## src/rtl/mac_result_serializer.sv

```systemverilog
// Purpose : drains one WIDTH-bit accumulator word LSB-first onto a 1-bit serial port, optional even parity.
// Latency : bit 0 is presented the cycle after the load edge; WIDTH+PARITY+1 cycles per word minimum.
// Backpr. : ser_ready=0 holds the current bit; load_ready stays low until the frame has fully drained.
//
// Ports:
//   clk, reset          rising-edge clock, asynchronous active-low reset
//   load_valid/ready    word handshake; load_data is the word to send
//   ser_valid/ready     serial handshake; ser_data is the current bit
//   ser_last            current bit is the final bit of the frame
//   frame_done          registered pulse the cycle after the final bit is accepted
module mac_result_serializer #(
   parameter int WIDTH  = 8,
   parameter int PARITY = 0
) (
   input  logic             clk,
   input  logic             reset,
   input  logic             load_valid,
   output logic             load_ready,
   input  logic [WIDTH-1:0] load_data,
   output logic             ser_data,
   output logic             ser_valid,
   input  logic             ser_ready,
   output logic             ser_last,
   output logic             frame_done
);

   localparam int CW = $clog2(WIDTH);

   typedef enum logic [1:0] {
      IDLE  = 2'd0,
      SHIFT = 2'd1,
      PAR   = 2'd2
   } state_t;

   state_t           state;
   state_t           state_nxt;
   logic [WIDTH-1:0] shift_reg;
   logic [CW-1:0]    bit_cnt;
   logic             par_bit;
   logic             done_set;
   logic             last_data_bit;

   assign load_ready    = (state == IDLE);
   assign last_data_bit = (bit_cnt == CW'(WIDTH - 1));

   always_ff @(posedge clk or negedge reset) begin
      if (!reset) begin
         state      <= IDLE;
         shift_reg  <= '0;
         bit_cnt    <= '0;
         par_bit    <= 1'b0;
         frame_done <= 1'b0;
      end else begin
         state      <= state_nxt;
         frame_done <= done_set;
         case (state)
            IDLE: begin
               if (load_valid) begin
                  shift_reg <= load_data;
                  bit_cnt   <= '0;
                  // Parity is taken from the whole word up front so the
                  // shift register can drain without extra bookkeeping.
                  par_bit   <= ^load_data;
               end
            end
            SHIFT: begin
               if (ser_ready) begin
                  shift_reg <= shift_reg >> 1;
                  bit_cnt   <= bit_cnt + CW'(1);
               end
            end
            default: ;
         endcase
      end
   end

   always_comb begin
      state_nxt = state;
      ser_valid = 1'b0;
      ser_data  = 1'b0;
      ser_last  = 1'b0;
      done_set  = 1'b0;
      case (state)
         IDLE: begin
            if (load_valid) begin
               state_nxt = SHIFT;
            end
         end
         SHIFT: begin
            ser_valid = 1'b1;
            ser_data  = shift_reg[0];
            ser_last  = last_data_bit && (PARITY == 0);
            if (ser_ready && last_data_bit) begin
               if (PARITY != 0) begin
                  state_nxt = PAR;
               end else begin
                  state_nxt = IDLE;
                  done_set  = 1'b1;
               end
            end
         end
         PAR: begin
            ser_valid = 1'b1;
            ser_data  = par_bit;
            ser_last  = 1'b1;
            if (ser_ready) begin
               state_nxt = IDLE;
               done_set  = 1'b1;
            end
         end
         default: begin
            state_nxt = IDLE;
         end
      endcase
   end

endmodule

```

## config.mk

```make
export PLATFORM = sky130hd
export DESIGN_NAME = mac_result_serializer
export DESIGN_NICKNAME = d
export VERILOG_FILES = /design/src/rtl/mac_result_serializer.sv
export SDC_FILE = /design/constraint.sdc
export NUM_CORES = 1
export LEC_CHECK = 0
export ABC_CLOCK_PERIOD_IN_PS = 1500
export CAP_MARGIN = 10
export CORE_UTILIZATION = 42
export CTS_CLUSTER_SIZE = 28
export DETAILED_ROUTE_END_ITERATION = 16
export GPL_TIMING_DRIVEN = 0
export PLACE_DENSITY = 0.69
export REMOVE_ABC_BUFFERS = 1
export SKIP_CTS_REPAIR_TIMING = 1
export SLEW_MARGIN = 0
export SYNTH_ARGS = -nofsm -noshare
export SYNTH_HDL_FRONTEND = slang
export SYNTH_SLANG_ARGS = --single-unit
```

## constraint.sdc

```tcl
create_clock -name clk -period 1.5 [get_ports clk]
set_clock_uncertainty 0.2 [all_clocks]
set_input_delay 0.3 -clock clk [delete_from_list [all_inputs] [get_ports clk]]
set_output_delay 0.3 -clock clk [all_outputs]
set_load 0.05 [all_outputs]
```

==> results.cfg, run 1 <==
[sta]
hold_viol_final = 0
period_minus_slack_ns = 1.83
maxSlewHeadroom = 0.547
timing.final.ws_setup_ns = -0.333
drv_slew = 0
rsz0062_at_grt = true
fmax_mhz = 546
setup_viol = 4
worstMarginPinSlew_ns = 0.679
period_share = 1.22

[yosys]
synth_area_per_cell_um2 = 12.9
synth_seq_cells = 13
synth-async-reset-ratio = 1.00
syn_area_um2 = 697
syn_inst = 54
synth_ff_type = dfrtp_1
seq_area_frac_synth = 0.467
synth_edf_count = 0
netlist.area_leader.share = 0.467
synth.area.top_cells = dfrtp_1 (47%), mux2i_1 (34%), ha_1 (3.6%)
ys.warnings.count = 0
synthTopCellsByCount = mux2i_1 (24), dfrtp_1 (13)
netlist.top_cell.by_area = dfrtp_1
synth_cell_type_count = 14
post-synth-top-count-cell = mux2i_1

[grt]
grt_pass1_wl_um = 2050
grt_pass1_vias = 422
grt_usage = 0.163
grt_overflow = 0
grt_max_degree = 17
antenna_found_initial = 0

[floorplanning]
die_x_um = 42.7
rows = 14
start_util = 0.457
die-height_um = 42.7
die-area_um2 = 1830
core_area_um2 = 1520
io_pins = 17

[setup_path]
path_cells = ha_2, ha_4, and2_4, buf_8
cp_slowest_cell = dfrtp_1
worstSetupStartpointType = register
cp-end-kind = output port
critPathMaxStageDelay_ns = 0.41
path_max_fanout = 3
crit_type = register to output port
crit_arrival_ns = 1.33
worstPathRequired_ns = 1.00

[route]
vias = 507
highest_layer = met4
wire_per_inst_um = 14.6
m1WireLength_um = 730
drc = 0
wl_met2_um = 592
detail_route.vias_per_cell = 5.28
met3_length_um = 48
wl_um = 1400
first_iter_violations = 7
ant_nets = 0
drt_first_pass_iters = 4

[final_layout]
syn2layout_area_growth_pct = 40.8
multi_input_area_um2 = 358
n_antenna_cell = 0
seq_area_um2 = 329
layout-drive-gt1-share = 0.300
nets = 95
largest_reg_flops = 8
fillerInstances = 126

[cts]
cts_tree = yes
clk_pin_slew_ns = 0.09
numCtsBuffers = 3
worst_skew_pair.late_latency_ns = 0.28
root_buffer = clkbuf_4
cts_num_sinks = 13
cts_buffer_depth = 2
htreeDepth = 1

[power_and_ir_drop]
p_total_mw = 1.62
irDropWorstVdd_mv = 0.748
leakage_nw = 0.528
powerDensity_nw_per_um2 = 1650

[flow_run]
maxCapViolCount = 0

[run_status]
violations = setup timing
status = finished, violations left

[min_path]
hold_path_class = input pin to async pin

[placement]
dp_hpwl_um = 836
place_ws_ns = -0.733
gp_congestion = 0.692
port_buffers = 16
-- critical path: cells and delay by family, from the launching register on --
kind / cells / cell delay, ns
flip-flops: 1 / 0.41
AND/OR/NAND/NOR: 1 / 0.15
adder cells (fa/ha/maj): 2 / 0.35
buffers and inverters: 1 / 0.14
-- path summary, 6_finish.rpt --
check / start / end / slack [ns] / cells after the start
setup / recovery: bit_cnt[0]$_DFFE_PN0P_ / ser_last / -0.33 / 4
hold / removal: reset / shift_reg[3]$_DFFE_PN0P_ / 0.19 / 1
setup reg to reg: state[0]$_DFFE_PN0P_ / state[0]$_DFFE_PN0P_ / 0.10 / 4
hold reg to reg: bit_cnt[0]$_DFFE_PN0P_ / bit_cnt[0]$_DFFE_PN0P_ / 0.38 / 1
max in group asynchronous: reset / state[0]$_DFFE_PN0P_ / 0.48 / 1
min in group clk: bit_cnt[0]$_DFFE_PN0P_ / bit_cnt[0]$_DFFE_PN0P_ / 0.38 / 1
-- power breakdown --
group          internal (mW)  total [mW]  leakage, nW  switching (mW)
registers              0.482       0.597        0.166           0.115
clock network          0.103       0.225       0.0150           0.122
logic                  0.419       0.799        0.348           0.380
-- per-layer routing --
| layer | vias to the layer above | GRT usage |
|---|---|---|
| li1 | 249 | - |
| met1 | 242 | 0.241 |
| met2 | 12 | 0.203 |
| met3 | 4 | 0.0298 |
| met4 | 0 | 0.131 |
| met5 | - | 0 |
-- through the flow --
stage	instance area, µm²	TNS (ns)	utilization	hold slack, ns	instances
finish	981	-0.573	0.644	0.185	96
global route	981	-0.696	0.644	0.256	96
CTS	873	-5.41	0.573	0.217	87
detailed placement	847	-7.66	0.556	0.313	83
global placement	847	-7.65	0.556	0.306	83
floorplan	667	-2.23	-	-0.196	51
-- logic make-up (layout without fill, tap and decap cells) --
logic type | count (synthesis) | in the layout | synth area share
buffers and inverters | 4 | 30 | 0.0485
and+or+nand+nor | 6 | 6 | 0.0449
AOI/OAI and AO/OA | 4 | 4 | 0.0467
xor gates and xnor gates | 1 | 1 | 0.0126
DFF | 13 | 13 | 0.467
muxes | 24 | 24 | 0.345
adders and majority gates | 2 | 2 | 0.0359
-- cell usage in the layout, fill, tap and decap left out --
cell	n
a22o_1	1
and2_4	2
and3_2	1
buf_4	7
buf_6	3
buf_8	2
clkbuf_1	1
clkbuf_2	2
clkbuf_4	3
clkdlybuf4s50_1	9
dfrtp_1	12
dfrtp_4	1
dlymetal6s2s_1	2
ha_2	1
ha_4	1
inv_4	1
mux2i_1	24
nand2_1	1
nor2_1	2
o22ai_1	1
o2bb2ai_1	2
xor2_1	1
-- cell type report --
cell class	count	share of cell area
well taps	16	0.0204
flip-flops and latches	13	0.335
multi-input cells	37	0.365
clock buffers	4	0.0268
inverters	1	0.00638
repair buffers	25	0.246
No activity file was read; power rests on OpenSTA's default activity.
==> run 2, diff against run 1 <==
--- a/config.mk
+++ b/config.mk
@@ -5,9 +5,10 @@
 export SDC_FILE = /design/constraint.sdc
 export NUM_CORES = 1
 export LEC_CHECK = 0
+export ABC_AREA = 1
 export ABC_CLOCK_PERIOD_IN_PS = 1500
 export CAP_MARGIN = 10
-export CORE_UTILIZATION = 42
+export CORE_UTILIZATION = 41
 export CTS_CLUSTER_SIZE = 28
 export DETAILED_ROUTE_END_ITERATION = 16
 export GPL_TIMING_DRIVEN = 0
==> results.cfg, run 2 <==
[route]
ant_nets = 0
wl_um = 1470
first_iter_violations = 9
wire_per_inst_um = 11.9
drt_first_pass_iters = 4
vias = 612
drc = 0
detail_route.vias_per_cell = 4.98

[sta]
period_minus_slack_ns = 1.77
timing.final.ws_setup_ns = -0.266
fmax_mhz = 566
period_share = 1.18
worstMarginPinSlew_ns = 0.577
drv_slew = 0
maxSlewHeadroom = 0.614
rsz0062_at_grt = true
hold_viol_final = 0
setup_viol = 10
hold_slack_ns = 0.180

[min_path]
hold_path_class = input pin to async pin

[floorplanning]
rows = 13
die-height_um = 41.7
die_x_um = 41.7
core_area_um2 = 1380
start_util = 0.467
io_pins = 17
die-area_um2 = 1740

[yosys]
post-synth-top-count-cell = nand2_1
netlist.top_cell.by_area = dfrtp_1
syn_area_um2 = 646
seq_area_frac_synth = 0.504
ys.warnings.count = 0
synth_area_per_cell_um2 = 7.60
synth-async-reset-ratio = 1.00
netlist.area_leader.share = 0.504
synth_edf_count = 0
synth_cell_type_count = 11
synth_ff_type = dfrtp_1
syn_inst = 85
synth.area.top_cells = dfrtp_1 (50%), nand2_1 (26%), nand3_1 (10%)
synthTopCellsByCount = nand2_1 (45), dfrtp_1 (13), nand3_1 (13)
synth_seq_cells = 13

[setup_path]
cp_slowest_cell = dfrtp_1
crit_arrival_ns = 1.27
worstSetupStartpointType = register
r2r_setup_slack_ns = -0.08
cp-end-kind = output port
crit_type = register to output port
reg2regPathDepth = 4
r2r-end = shift_reg[6]$_DFFE_PN0P_
path_max_fanout = 2
critPathMaxStageDelay_ns = 0.40
worstPathRequired_ns = 1.00
path_cells = ha_2, ha_4, nand2_2, inv_2, buf_6
timing.rr.start = state[0]$_DFFE_PN0P_

[final_layout]
finish.utilization = 0.671
nets = 123
largest_reg_flops = 8
n_antenna_cell = 0
final_common_cell = nand2_1
syn2layout_area_growth_pct = 43.6
layout_common_cells = nand2_1 (44), nand3_1 (13), dfrtp_1 (12), clkdlybuf4s50_1 (11), buf_4 (5)
layout-drive-gt1-share = 0.204
fillerInstances = 107

[placement]
dp_hpwl_um = 868
port_buffers = 16
gp_congestion = 0.707

[cts]
clk_pin_slew_ns = 0.08
numCtsBuffers = 3
worst_skew_pair.late_latency_ns = 0.28
htreeDepth = 1
cts_num_sinks = 13
cts_tree = yes
root_buffer = clkbuf_4
cts_buffer_depth = 2

[power_and_ir_drop]
powerDensity_nw_per_um2 = 1500
leakage_nw = 0.509
p_total_mw = 1.39
irDropWorstVdd_mv = 0.995

[grt]
grt_max_degree = 15
grt_pass1_vias = 508
antenna_found_initial = 0
grt_usage = 0.170
grt_pass1_wl_um = 2180
grt_overflow = 0

[flow_run]
maxCapViolCount = 0

[run_status]
status = finished, violations left
violations = setup timing
==> run 2: cell types whose count changed after synthesis, moves of 2 or more <==
cell / change
nand2_1: +44
mux2i_1: -24
nand3_1: +13
inv_1: +4
and2_1: -2
buf_2: +2
nor2_1: -2
o2bb2ai_1: -2
==> run 2: where the power goes <==
| part | total, mW | internal [mW] | switching, mW |
|---|---|---|---|
| registers | 0.547 | 0.467 | 0.0799 |
| clock network | 0.219 | 0.103 | 0.116 |
| logic | 0.627 | 0.283 | 0.343 |
==> run 2: worst max-delay path: cells and delay by family, from the launching register on <==
kind | cells | cell delay [ns]
adders and majority gates | 2 | 0.37
buffers and inverters | 2 | 0.17
DFF | 1 | 0.40
and+or+nand+nor | 1 | 0.06
==> run 2: through the flow <==
step           TNS [ns]  instance area (µm²)  setup slack [ns]  std cells
3_5_place_dp      -5.11                  803            -0.577        113
4_1_cts           -6.05                  830            -0.887        117
2_1_floorplan     -4.78                  624            -0.452         82
6_report         -0.841                  927            -0.266        123
5_1_grt           -2.06                  927            -0.320        123
3_3_place_gp      -5.07                  803            -0.578        113
==> run 2: cell families after synthesis <==
group,synth area share
adder cells (fa/ha/maj),0.0388
AO/OA/AOI/OAI,0.00774
AND/OR/NAND/NOR,0.382
buffers and inverters,0.0678
flip-flops,0.504
==> run 2: worst max path at each step <==
stage / to / from / cells past startpoint / slack [ns]
6_report: ser_last / bit_cnt[1]$_DFFE_PN0P_ / 5 / -0.27
5_1_grt: ser_last / bit_cnt[1]$_DFFE_PN0P_ / 5 / -0.32
4_1_cts: load_ready / state[0]$_DFFE_PN0P_ / 2 / -0.89
3_5_place_dp: load_ready / state[0]$_DFFE_PN0P_ / 2 / -0.58
3_3_place_gp: load_ready / state[0]$_DFFE_PN0P_ / 2 / -0.58
2_1_floorplan: shift_reg[0]$_DFFE_PN0P_ / state[0]$_DFFE_PN0P_ / 5 / -0.45
==> run 2: layout make-up <==
class / instances / area (µm²) / share of cell area
sequential: 13 / 327 / 0.352
multi-input combinational: 63 / 294 / 0.317
tap: 15 / 18.8 / 0.0202
inverter: 6 / 35.0 / 0.0378
clock buffer: 4 / 26.3 / 0.0283
timing repair buffer: 22 / 226 / 0.244
==> run 2: routing by layer <==
layer  global-route usage  wire [µm]
met5                    0          0
met4               0.0968         34
met3               0.0565         67
met2                0.269        730
met1                0.202        636
